--- src/rtl/alu_controller_mc.sv ---
// Multi-cycle ALU controller: funct/ALUop decode, DELAY-stage output pipeline, mult/div handshake FSM.
// Optional unsupported-funct detection is built when ALU_CTRL_ILLEGAL_EN is defined.
`timescale 1ns/1ps
module alu_controller_mc #(
  parameter int          FUNCT_WIDTH    = 6,
  parameter int          ALUOP_WIDTH    = 6,
  parameter int          ALUFUNCT_WIDTH = 6,
  parameter int unsigned DELAY          = 0,
  parameter int unsigned MULDIV_CYCLES  = 32
) (
  input  logic                      clk,
  input  logic                      rst,
  input  logic                      valid_in,
  input  logic [FUNCT_WIDTH-1:0]    funct,
  input  logic [ALUOP_WIDTH-1:0]    ALUop,
  input  logic                      md_done,
  output logic                      stall,
  output logic                      valid_out,
  output logic [ALUFUNCT_WIDTH-1:0] ALUfunct,
  output logic                      jr,
  output logic                      md_start,
  output logic                      md_timeout,
  output logic                      illegal
);

  localparam logic [0:0] IDLE = 1'b0;
  localparam logic [0:0] BUSY = 1'b1;

  logic [0:0]                state;
  logic [7:0]                cnt;
  logic [31:0]               fx;
  logic                      rtype, is_md, is_hilo, accept;
  logic                      dec_v, dec_jr, dec_ill;
  logic [ALUFUNCT_WIDTH-1:0] dec_f;

  assign fx      = 32'(funct);
  assign rtype   = (ALUop == '0);
  assign is_md   = rtype && (fx >= 32'h18) && (fx <= 32'h1B);
  assign is_hilo = rtype && (fx >= 32'h10) && (fx <= 32'h13);
  assign stall   = (state == BUSY) && valid_in && (is_md || is_hilo);
  // rst gates accept so the DELAY=0 combinational outputs also read 0 while in reset
  assign accept  = valid_in && !stall && !rst;

  assign dec_v  = accept;
  assign dec_f  = !accept ? '0 : (rtype ? ALUFUNCT_WIDTH'(funct) : ALUFUNCT_WIDTH'(ALUop));
  assign dec_jr = accept && rtype && (fx == 32'h08);

`ifdef ALU_CTRL_ILLEGAL_EN
  logic legal;
  always_comb begin
    legal = 1'b0;
    case (fx)
      32'h00, 32'h02, 32'h03, 32'h04, 32'h06, 32'h07, 32'h08, 32'h09,
      32'h10, 32'h11, 32'h12, 32'h13, 32'h18, 32'h19, 32'h1A, 32'h1B,
      32'h20, 32'h21, 32'h22, 32'h23, 32'h24, 32'h25, 32'h26, 32'h27,
      32'h2A, 32'h2B: legal = 1'b1;
      default:        legal = 1'b0;
    endcase
  end
  assign dec_ill = accept && rtype && !legal;
`else
  assign dec_ill = 1'b0;
`endif

  generate
    if (DELAY == 0) begin : g_comb
      assign valid_out = dec_v;
      assign ALUfunct  = dec_f;
      assign jr        = dec_jr;
      assign illegal   = dec_ill;
    end else begin : g_pipe
      logic                      pv [1:DELAY];
      logic [ALUFUNCT_WIDTH-1:0] pf [1:DELAY];
      logic                      pj [1:DELAY];
      logic                      pi [1:DELAY];

      always_ff @(posedge clk or posedge rst) begin
        if (rst) begin
          for (int unsigned i = 1; i <= DELAY; i++) begin
            pv[i] <= 1'b0;
            pf[i] <= '0;
            pj[i] <= 1'b0;
            pi[i] <= 1'b0;
          end
        end else begin
          pv[1] <= dec_v;
          pf[1] <= dec_f;
          pj[1] <= dec_jr;
          pi[1] <= dec_ill;
          for (int unsigned i = 2; i <= DELAY; i++) begin
            pv[i] <= pv[i-1];
            pf[i] <= pf[i-1];
            pj[i] <= pj[i-1];
            pi[i] <= pi[i-1];
          end
        end
      end

      assign valid_out = pv[DELAY];
      assign ALUfunct  = pf[DELAY];
      assign jr        = pj[DELAY];
      assign illegal   = pi[DELAY];
    end
  endgenerate

  // Counter holds the BUSY cycles left; expiry at 1 gives exactly MULDIV_CYCLES BUSY cycles
  always_ff @(posedge clk or posedge rst) begin
    if (rst) begin
      state      <= IDLE;
      cnt        <= '0;
      md_start   <= 1'b0;
      md_timeout <= 1'b0;
    end else begin
      md_start   <= 1'b0;
      md_timeout <= 1'b0;
      if (state == IDLE) begin
        if (accept && is_md) begin
          state    <= BUSY;
          cnt      <= 8'(MULDIV_CYCLES);
          md_start <= 1'b1;
        end
      end else begin
        if (md_done) begin
          state <= IDLE;
          cnt   <= '0;
        end else if (cnt <= 8'd1) begin
          state      <= IDLE;
          cnt        <= '0;
          md_timeout <= 1'b1;
        end else begin
          cnt <= cnt - 8'd1;
        end
      end
    end
  end

endmodule

--- config.mk ---
export PLATFORM = sky130hd
export DESIGN_NAME = alu_controller_mc
export DESIGN_NICKNAME = d
export VERILOG_FILES = /design/src/rtl/alu_controller_mc.sv
export SDC_FILE = /design/constraint.sdc
export NUM_CORES = 1
export LEC_CHECK = 0
export ABC_AREA = 1
export BUFFER_PORTS_ARGS = -buffer_cell sky130_fd_sc_hd__buf_2
export CAP_MARGIN = 25
export CORE_MARGIN = 2
export CORE_UTILIZATION = 52
export DETAILED_ROUTE_END_ITERATION = 16
export GPL_TIMING_DRIVEN = 0
export PLACE_DENSITY = 0.83
export SKIP_CTS_REPAIR_TIMING = 1
export SLEW_MARGIN = 10
export SYNTH_ARGS = -nofsm -noshare
export SYNTH_HDL_FRONTEND = slang
export SYNTH_SLANG_ARGS = --single-unit
--- constraint.sdc ---
create_clock -name clk -period 3.05 [get_ports clk]
set_input_delay 0.61 -clock clk [delete_from_list [all_inputs] [get_ports clk]]
set_output_delay 0.61 -clock clk [all_outputs]
set_load 0.005 [all_outputs]
# After elaboration in Yosys (flattened, before gate mapping)
# Index checks and enable logic that the tools add are counted.
dict set report totals {
  reg_bits 11
  in_bits 16
  out_inout_bits 12
  elab_cells 41
}
dict set report classes {
  addsub 1
  n_lt_le_gt_ge 5
  n_eq_ne 1
  muxes 14
  reduce_logical 16
}
# cell n
set op_table {}
lappend op_table {{8-bit two-way mux} 4}
lappend op_table {{6-bit by 5-bit >= comparator with 1-bit output, second input constant} 2}
lappend op_table {{6-bit by 5-bit less-or-equal comparator with 1-bit output, second input constant} 2}
lappend op_table {{6-bit two-way mux} 2}
lappend op_table {{1-bit logical AND} 11}
lappend op_table {{8-bit by 1-bit less-or-equal comparator with 1-bit output, second input constant} 1}
lappend op_table {{1-bit two-way mux} 8}
lappend op_table {{8-bit by 1-bit subtractor with 8-bit output, second input constant} 1}
lappend op_table {{6-bit by 4-bit == test with 1-bit output, second input constant} 1}
lappend op_table {{6-bit zero test} 1}
lappend op_table {{1-bit zero test} 2}
lappend op_table {{2-bit nonzero test} 1}
lappend op_table {{1-bit logical OR} 1}

# Longest topological paths before layout
dict set report logic_depth {
  word_depth 11
  ltp_mapped 9
  depth_no_buf 9
}

# Worst setup path after synthesis
# OpenSTA, ideal clock, no wires.
dict set report synth_timing {
  kind {input -> output}
  from {input port ALUop[0]}
  to {output port ALUfunct[0]}
  arrival_ns 1.371
  t_required_ns 2.440
  path_slack_ns 1.069
  stages 7
  path_buffers 0
  path_cell_list {or2_4 -> nor2_8 -> nand2_1 -> nand2_1 -> nand2_2 -> nand2_4 -> nor2_1}
}
dict set report synth_between {
  elab_chain_len 9
  elab_cells_between_ends 12
  cone_classes {2 x mux; 10 x reduce/logical}
}
# element line
set synth_rtl {}
lappend synth_rtl {{from (decl)} 15} ;# input logic [ALUOP_WIDTH-1:0] ALUop,
lappend synth_rtl {{6-bit zero test} 37} ;# assign rtype = (ALUop == '0);
lappend synth_rtl {{1-bit logical AND, on equally long branches (2 in a row)} {38, 39}}
lappend synth_rtl {{1-bit logical OR} 40} ;# assign stall = (state == BUSY) && valid_in && (is_md || is_hilo);
lappend synth_rtl {{1-bit logical AND} 40}
lappend synth_rtl {{1-bit zero test} 42} ;# assign accept = valid_in && !stall && !rst;
lappend synth_rtl {{1-bit logical AND (2 in a row)} 42}
lappend synth_rtl {{6-bit two-way mux (*)} 45} ;# assign dec_f = !accept ? '0 : (rtype ? ALUFUNCT_WIDTH'(funct) : ALUFUNCT_WIDTH'(ALUop));
lappend synth_rtl {{to (decl)} 19} ;# output logic [ALUFUNCT_WIDTH-1:0] ALUfunct,
# Every way passes the cells marked *; elsewhere a longest branch is shown, timed or not.

# Final worst setup path
dict set report layout_timing {
  from {input port ALUop[0]}
  to {output port ALUfunct[1]}
}
dict set report layout_between {
  elab_chain_len 9
  elab_cells_between_ends 12
  cone_classes {2 x mux; 10 x reduce/logical}
}
# element line
set layout_rtl {}
lappend layout_rtl {{6-bit zero test (*)} 37}
lappend layout_rtl {{1-bit logical AND, on equally long branches (2 in a row)} {38, 39}}
lappend layout_rtl {{1-bit logical OR} 40}
lappend layout_rtl {{1-bit logical AND} 40}
lappend layout_rtl {{1-bit zero test} 42}
lappend layout_rtl {{1-bit logical AND (2 in a row)} 42}
lappend layout_rtl {{6-bit two-way mux (*)} 45}
# Marks and branches as above.

==> reports/metrics.cfg <==
[status]
status=finished, final reports clean

[clocking]
clk_path_buf_depth=2
cts_sinks=11
cts_tree=yes
cts_root_buf=clkbuf_4
cts_made_buffers=3
clkLatencyLatePin_ns=0.28
htreeDepth=1
path_clk_slew_ns=0.07

[floorplanning]
coreArea_um2=1471
die-area_um2=1862
ios=28
start_util=0.5417
rows=14
die_w_um=43.15
fp.dieH_um=43.15

[power]
switching_share=0.2704
switchingPower_w=0.00008072
power_density_nw_per_um2=306.7
p_int_w=0.0002178
p_leak_nw=0.5839
comb_power_share=0.162
p_clk_frac=0.341
pwr-share-seq=0.498
vdd_drop_max_uv=276.5

[placement]
placed_cell_area_um2=947.2
gp_congestion=0.7680
dp_hpwl_um=1398
portBuffers=26

[synth]
syn_inst=115
synth_most_common_cell=nand2_1
synth_edf_count=0
netlist.area_leader.share=0.3454
yosysSeqAreaShare=0.3454
synth_area_um2=797.0
synth.avg_cell_area_um2=6.931
ys_seq_elements=11
ys_async_sr_fraction=1.000
synth_cell_types=22
synthesis.nets=133
ys.flop_type=dfrtp_1
yosysWarnings=0
synthTopCellsByCount=nand2_1 (24), inv_1 (20), nor2_1 (17)
synth_top_cell_by_area=dfrtp_1
synth.top_cells.by_area=dfrtp_1 (35%), nand2_1 (11%), inv_1 (9.4%), nor2_1 (8.0%), nand3_1 (6.9%)

[sta]
finalCritPeriodShare=0.7402
fin_worst_skew_ns=0.004623
tns_ns=0
slew_violations=0
rsz0062_at_grt=false
hold_violations=0
min_period_ns=2.258
fmax_mhz=442.9
finalSetupViolations=0

[global_routing]
grt_overflow=0
antenna_found_initial=0
grt_pass1_wl_um=2994
grt_max_degree=12
gr-usage-all-layers=0.2144
first_global_vias=749

[setup_path]
path_class=in2out
crit_arrival_ns=1.65
critPathCaptureType=output port
r2r_cells=7
r2r-end=cnt[5]
crit_fanout=10
r2r-start=cnt[0]
critPathLaunchType=primary input
cp.required_ns=2.44
reg2reg_setup_slack_ns=1.57

[routing]
ant_nets=0
firstDrtPassIters=4
post_drt_wl_per_cell_um=10.88
drcViolationCount=0
via_per_inst=5.037
drt-initial-drc-count=8
wirelength_um=1751
num_vias=811

[cells_and_area]
n_fill_cell=123
area_delta_synth_final_pct=22.14
final_nets=164
fin_area_um2=973.4
drive_above_1_share=0.2690
antenna_cells=0

[run]
cap_viol_max_count=0

[hold_path]
min_path_type=in2async

## layer usage
metal / up-vias / GRT usage / wire length, µm
li1: 418 / - / -
met1: 357 / 0.2386 / 670
met2: 29 / 0.3940 / 907
met3: 7 / 0.02553 / 128
met4: 0 / 0.1030 / 45
met5: - / 0 / 0
## kinds of logic after synthesis
| logic type | Yosys count | share of synthesized area |
|---|---|---|
| XOR/XNOR | 1 | 0.01099 |
| adder cells (fa/ha/maj) | 2 | 0.03139 |
| AND/OR/NAND/NOR | 64 | 0.4082 |
| AO/OA/AOI/OAI | 15 | 0.09576 |
| other | 1 | 0.004705 |
| buffers and inverters | 21 | 0.1036 |
| flip-flops | 11 | 0.3454 |
## sequential cells by signal, indices dropped and copies added (netlist names)
name / flops
cnt: 8
md_start: 1
md_timeout: 1
state: 1
## cell type report
class | instances | area [µm²] | area share
Tap cell | 16 | 20.02 | 0.02057
Multi-Input combinational cell | 83 | 439.2 | 0.4512
Inverter | 20 | 75.07 | 0.07712
Sequential cell | 11 | 275.3 | 0.2828
Buffer | 1 | 7.507 | 0.007712
Clock buffer | 4 | 26.28 | 0.02699
Timing Repair Buffer | 26 | 130.1 | 0.1337
## metrics by stage
step	setup slack, ns	hold slack, ns	power, W	utilization	cells
after floorplan	1.069	0.4624	0.0001782	-	115
after detailed placement	0.7764	0.5261	0.0001994	0.6437	157
after CTS	0.7808	0.3365	0.0003000	0.6616	161
after global placement	0.8036	0.5153	0.0001974	0.6437	157
after global routing	0.6539	0.3609	0.0003150	0.6616	161
final	0.7924	0.3187	0.0002986	0.6616	161
## power by group through the flow
stage	registers [W]	logic (W)	clock network (W)
after floorplan	0.000151	0.0000272	0
after global placement	0.000151	0.0000462	0
after detailed placement	0.000151	0.0000481	0
after CTS	0.000148	0.0000485	0.000103
after global routing	0.000149	0.0000547	0.000112
final	0.000149	0.0000482	0.000102
## critical path, cell delays in order
cell and delay [ns]:
buf_2 0.10, or2_4 0.27, nor2_8 0.19, nand2_1 0.07
nand2_1 0.08, nand2_2 0.07, nand2_4 0.10, nor2_1 0.05
buf_2 0.12
## how the worst max path moves through the flow
stage	startpoint	end	cells past startpoint
final	ALUop[0]	ALUfunct[1]	9
after CTS	ALUop[2]	ALUfunct[1]	10
after detailed placement	ALUop[2]	ALUfunct[1]	10
after floorplan	ALUop[0]	ALUfunct[0]	7
after global placement	ALUop[0]	ALUfunct[0]	9
after global routing	ALUop[2]	ALUfunct[1]	10
## cell usage in the layout, fill, tap and decap left out, drive strengths merged, types with 3 or more instances in the layout
cell    instances
a21oi           6
buf            27
clkbuf          4
dfrtp          11
inv            20
nand2          27
nand3          12
nor2           19
nor3            3
o21ai           8
Note: power is estimated with default switching activity, not from simulation.
